--- config.mk ---
export PLATFORM = sky130hd
export DESIGN_NAME = branch_resolve_ctrl
export DESIGN_NICKNAME = d
export VERILOG_FILES = /design/src/rtl/branch_resolve_ctrl.sv
export SDC_FILE = /design/constraint.sdc
export NUM_CORES = 1
export LEC_CHECK = 0
export ABC_AREA = 1
export BUFFER_PORTS_ARGS = -buffer_cell sky130_fd_sc_hd__clkbuf_2
export CAP_MARGIN = 5
export CELL_PAD_IN_SITES_DETAIL_PLACEMENT = 2
export CELL_PAD_IN_SITES_GLOBAL_PLACEMENT = 2
export CORE_UTILIZATION = 29
export CTS_CLUSTER_SIZE = 24
export DETAILED_ROUTE_END_ITERATION = 10
export PLACE_DENSITY = 0.87
export REMOVE_ABC_BUFFERS = 1
export SYNTH_ARGS = -nofsm -noshare
export SYNTH_HDL_FRONTEND = slang
export SYNTH_SLANG_ARGS = --single-unit
--- constraint.sdc ---
create_clock -name clk -period 6.64 [get_ports clk]
set_input_delay 0.664 -clock clk [delete_from_list [all_inputs] [get_ports clk]]
set_output_delay 0.664 -clock clk [all_outputs]
set_load 0.02 [all_outputs]
--- src/rtl/branch_resolve_ctrl.sv ---
// Branch/jump resolution at EX with a bimodal predictor at IF.
// Ports: if_pc->pred_taken (comb); ex_* in -> jump_op/flush/link_we (reg), stat_br/stat_miss.
module branch_resolve_ctrl #(
  parameter int ADDR_W  = 32,
  parameter int IDX_W   = 4,
  parameter int PRED_EN = 1,
  parameter int CNT_W   = 16
) (
  input  logic              clk,
  input  logic              rst,
  input  logic [ADDR_W-1:0] if_pc,
  output logic              pred_taken,
  input  logic              ex_valid,
  input  logic              ex_stall,
  input  logic              ex_jump,
  input  logic [1:0]        ex_jump_type,
  input  logic              ex_bne,
  input  logic              ex_zero,
  input  logic              ex_pred_taken,
  input  logic [ADDR_W-1:0] ex_pc,
  output logic [2:0]        jump_op,
  output logic              flush,
  output logic              link_we,
  output logic [CNT_W-1:0]  stat_br,
  output logic [CNT_W-1:0]  stat_miss
);

  localparam int N = 1 << IDX_W;

  localparam logic [2:0] OP_SEQ = 3'b000;
  localparam logic [2:0] OP_BR  = 3'b001;
  localparam logic [2:0] OP_REG = 3'b010;
  localparam logic [2:0] OP_JMP = 3'b011;
  localparam logic [2:0] OP_REC = 3'b100;

  localparam logic [1:0] T_JR = 2'b00;
  localparam logic [1:0] T_BR = 2'b01;
  localparam logic [1:0] T_J  = 2'b10;
  localparam logic [1:0] T_JAL = 2'b11;

  logic [1:0]       tbl_q [N];
  logic [1:0]       tbl_d [N];
  logic [2:0]       jump_op_q, jump_op_d;
  logic             flush_q, flush_d;
  logic             link_we_q, link_we_d;
  logic [CNT_W-1:0] stat_br_q, stat_br_d;
  logic [CNT_W-1:0] stat_miss_q, stat_miss_d;

  logic             ev;
  logic             br_ev;
  logic             taken;
  logic             miss;
  logic [IDX_W-1:0] if_idx;
  logic [IDX_W-1:0] ex_idx;

  assign if_idx = if_pc[IDX_W+1:2];
  assign ex_idx = ex_pc[IDX_W+1:2];

  // Reads the registered table only: a same-cycle update is not bypassed.
  assign pred_taken = (PRED_EN != 0) & tbl_q[if_idx][1];

  logic unused_pc_bits;
  assign unused_pc_bits = ^{if_pc[ADDR_W-1:IDX_W+2], if_pc[1:0],
                            ex_pc[ADDR_W-1:IDX_W+2], ex_pc[1:0]};

  always_comb begin
    ev    = ex_valid & ~ex_stall & ex_jump;
    br_ev = ev & (ex_jump_type == T_BR);
    // Only conditional branches can fall through.
    taken = (ex_jump_type != T_BR) | (ex_zero ^ ex_bne);
    miss  = br_ev & (taken ^ ex_pred_taken);

    jump_op_d = OP_SEQ;
    flush_d   = 1'b0;
    link_we_d = 1'b0;
    if (ev) begin
      case (ex_jump_type)
        T_JR: begin
          jump_op_d = OP_REG;
          flush_d   = 1'b1;
        end
        T_J: begin
          jump_op_d = OP_JMP;
          flush_d   = 1'b1;
        end
        T_JAL: begin
          jump_op_d = OP_JMP;
          flush_d   = 1'b1;
          link_we_d = 1'b1;
        end
        default: begin
          // Correct prediction: front end is already on the right path.
          if (taken & ~ex_pred_taken) begin
            jump_op_d = OP_BR;
            flush_d   = 1'b1;
          end else if (~taken & ex_pred_taken) begin
            jump_op_d = OP_REC;
            flush_d   = 1'b1;
          end
        end
      endcase
    end

    stat_br_d = stat_br_q;
    if (br_ev && stat_br_q != '1)
      stat_br_d = stat_br_q + CNT_W'(1);

    stat_miss_d = stat_miss_q;
    if (miss && stat_miss_q != '1)
      stat_miss_d = stat_miss_q + CNT_W'(1);

    tbl_d = tbl_q;
    if (PRED_EN != 0 && br_ev) begin
      if (taken && tbl_q[ex_idx] != 2'b11)
        tbl_d[ex_idx] = tbl_q[ex_idx] + 2'b01;
      else if (!taken && tbl_q[ex_idx] != 2'b00)
        tbl_d[ex_idx] = tbl_q[ex_idx] - 2'b01;
    end
  end

  always_ff @(posedge clk) begin
    if (rst) begin
      for (int i = 0; i < N; i++)
        tbl_q[i] <= 2'b01;
      jump_op_q   <= OP_SEQ;
      flush_q     <= 1'b0;
      link_we_q   <= 1'b0;
      stat_br_q   <= '0;
      stat_miss_q <= '0;
    end else begin
      tbl_q       <= tbl_d;
      jump_op_q   <= jump_op_d;
      flush_q     <= flush_d;
      link_we_q   <= link_we_d;
      stat_br_q   <= stat_br_d;
      stat_miss_q <= stat_miss_d;
    end
  end

  assign jump_op   = jump_op_q;
  assign flush     = flush_q;
  assign link_we   = link_we_q;
  assign stat_br   = stat_br_q;
  assign stat_miss = stat_miss_q;

endmodule

==> qor.yml <==
global_route:
  grt.overflow.total: 0
  grt_antenna_before_repair: 0
  grt_max_degree: 38
  grt_pass1_vias: 5172
  grt.total_usage_pct: 22.5
  grt_pass1_wl_mm: 26.1
yosys:
  synth.top_cell.area_share_pct: 32.7
  synth_top_family_by_area: "simple AND/OR/NAND/NOR gates"
  netlist_instances: 685
  ys_seq_elements: 69
  synth_compound_area_share_pct: 8.75
  synthAdderAreaFrac_pct: 1.78
  yosysWarnings: 0
  synth-simple-area-share_pct: 43.9
  synth-xor-area-share_pct: 3.74
  mappedNetlistArea_um2: 4220
  synth_area_per_cell_um2: 6.16
  yosys.cell_types.count: 30
  muxShareOfSynthArea_pct: 0
  synth_largest_area_cell: "dfxtp_1"
  seq_area_frac_synth_pct: 32.7
  synth_area_leaders: "dfxtp_1 (33%), nand2_1 (22%), nand3_1 (7.4%)"
clock_network:
  postCtsResizedCells: 0
  clock-sinks: 69
  cts_setup_buffers: 0
  ctsHtreeMaxLevel: 3
  cts_buffer_depth: 2
  clockRootBuffer: "clkbuf_16"
  cts_tree: "yes"
  path_clk_slew_ps: 60
  cts_hold_buffers: 0
  numCtsBuffers: 9
  clk_latency_ps: 350
die:
  die_h_um: 123
  io_pins: 112
  die_w_um: 123
  coreArea_um2: 14000
  die_area_um2: 15000
  start_util_pct: 30.1
  rows: 43
placement:
  io_buffers: 55
  routabilityCongestion: 0.832
  detailed_place_hpwl_mm: 11.3
drt:
  drcViolationCount: 0
  wl_per_cell_um: 17.5
  via_count: 4706
  vias_per_cell: 5.17
  dr.pass1.iters: 5
  drt_iter0_markers: 182
  final_antenna_net_count: 0
  drt-total-wl_mm: 15.9
setup_path:
  crit_type: "in2reg"
  max_stage_delay_ps: 460
  startpoint_type: "input pin"
  crit_path_start: "ex_pc[2]"
  timing.rr.start: "tbl_q[20]"
  timing.critical_path.mode_cell: "nand2_1"
  endpoint_kind: "flop"
  critPathArrivalTime_ps: 3980
  crit_path_top_delay_cell: "nor2_4"
  critPathRequiredTime_ps: 6850
  cp_max_fo: 18
  crit_chain: "clkbuf_2 > inv_2 > nand2_1 > nand2_1 > nand2_1 > nand2_1 > nand2_1 > nand2_1 > nor2_4 > inv_1 > ha_1 > inv_1 > nand2_2 > nand2_2 > nand3_1 > nand2_1 > nand3_1"
power:
  powerDensity_nw_per_um2: 208
  peakVddDrop_uv: 123
  leakagePower_nw: 2.23
timing:
  fin_setup_tns_ps: 0
  report.final.slew_viol_count: 0
  rsz0062_at_grt: "no"
  tightest_slew_ps: 658
  slew_headroom_pct: 56.0
  fin_skew_ps: 9.52
  hold_violations: 0
  setup-violations-final: 0
  max_freq_mhz: 265
  fin_crit_sh_pct: 56.8
  fin_crit_ps: 3770
layout:
  areaGrowthSynthToFinish_pct: 16.1
  fillers: 1724
  antenna_cells: 0
  drive_gt1_share_pct: 12.7
  nets: 807
  final_util_pct: 34.9
run:
  maxCapViolCount: 0
outcome:
  status: "completed"
hold_path:
  worstHoldPathType: "reg2reg"
  min-delay-start: "tbl_q[0]"
## path summary, 6_finish.rpt
check / slack (ps) / end / cells after the start
max reg2reg: 3430 / tbl_q[12] / 15
max: 2870 / tbl_q[12] / 17
min reg2reg: 480 / tbl_q[0] / 2
min: 480 / tbl_q[0] / 2
## flip-flops by register name (all words and copies together) (netlist names)
signal	flops
stat_br	16
stat_miss	16
link_we	1
flush	1
tbl_q	32
jump_op	3
## power breakdown
part | switching, mW | leakage, nW | internal [mW]
registers | 0.000880 | 0.557 | 0.415
clock network | 0.189 | 0.147 | 0.323
logic | 0.0679 | 1.53 | 0.0208
## stage by stage
stage | worst slack, ps | power [mW] | cell area [um2] | hold WS [ps] | cells
2_1_floorplan | 3970 | 0.473 | 4080 | 439 | 659
3_3_place_gp | 2690 | 0.509 | 4600 | 452 | 896
3_5_place_dp | 2650 | 0.512 | 4600 | 468 | 896
4_1_cts | 2880 | 1.03 | 4900 | 484 | 910
5_1_grt | 2590 | 1.05 | 4900 | 507 | 910
6_report | 2870 | 1.02 | 4900 | 479 | 910
## cell usage in the layout, fill, tap and decap left out, types with 6 or more instances in the layout
cell type  netlist  layout
nand3_1         62      62
ha_1             6       6
clkbuf_16        0       9
nor2_1          74      74
dfxtp_1         69      69
nand2_1        252     252
xnor2_1          9       9
o21ai_0         20      20
clkbuf_2         0      55
a21oi_1         43      43
nand4_1         19      19
xor2_1           9       9
inv_1           60      60
## metal layers
layer	track usage (%)	part of all wire, %	up-vias
met3	2.46	2.4	26
li1	-	-	2256
met5	0	0	-
met1	25.9	43	2353
met2	41.2	53	71
met4	10.2	2.2	0
## cells by family after synthesis
kind of cell	Yosys count
DFF	69
xor gates and xnor gates	18
adders and majority gates	6
AOI/OAI and AO/OA	70
and+or+nand+nor	431
buffers and inverters	91
## cells in the mapped netlist
| master | n |
|---|---|
| nand3b_1 | 4 |
| xnor2_1 | 9 |
| xor2_1 | 9 |
| o21ai_2 | 2 |
| nand2_2 | 5 |
| and2_1 | 2 |
| o211ai_1 | 4 |
| dfxtp_1 | 69 |
| nor2_4 | 3 |
| nor2_2 | 3 |
| clkbuf_1 | 12 |
| nor2_1 | 74 |
| nand4_1 | 19 |
| inv_2 | 5 |
| nand2_1 | 252 |
| nand3_1 | 62 |
| nor3_1 | 2 |
| nor3b_1 | 1 |
| a21oi_1 | 43 |
| buf_6 | 2 |
| nor2_8 | 1 |
| o21ai_0 | 20 |
| buf_2 | 7 |
| nor3_4 | 1 |
| ha_1 | 6 |
| nand3_2 | 1 |
| nor3_2 | 1 |
| o22ai_1 | 1 |
| buf_4 | 5 |
| inv_1 | 60 |
## critical path, delay by kind of cell
family / cells / cell delay, ps
simple gates: 12 / 2070
buf+inv: 4 / 970
fa+ha+maj: 1 / 220
## final cells by class
| cell class | instances | area [um2] | area share [%] |
|---|---|---|---|
| Clock buffer | 9 | 225 | 4.60 |
| Clock inverter | 5 | 77.6 | 1.58 |
| Inverter | 65 | 244 | 4.98 |
| Multi-Input combinational cell | 525 | 2450 | 50.1 |
| Sequential cell | 69 | 1380 | 28.2 |
| Tap cell | 180 | 225 | 4.60 |
| Timing Repair Buffer | 57 | 290 | 5.93 |
Note: power is estimated with default switching activity, not from simulation.
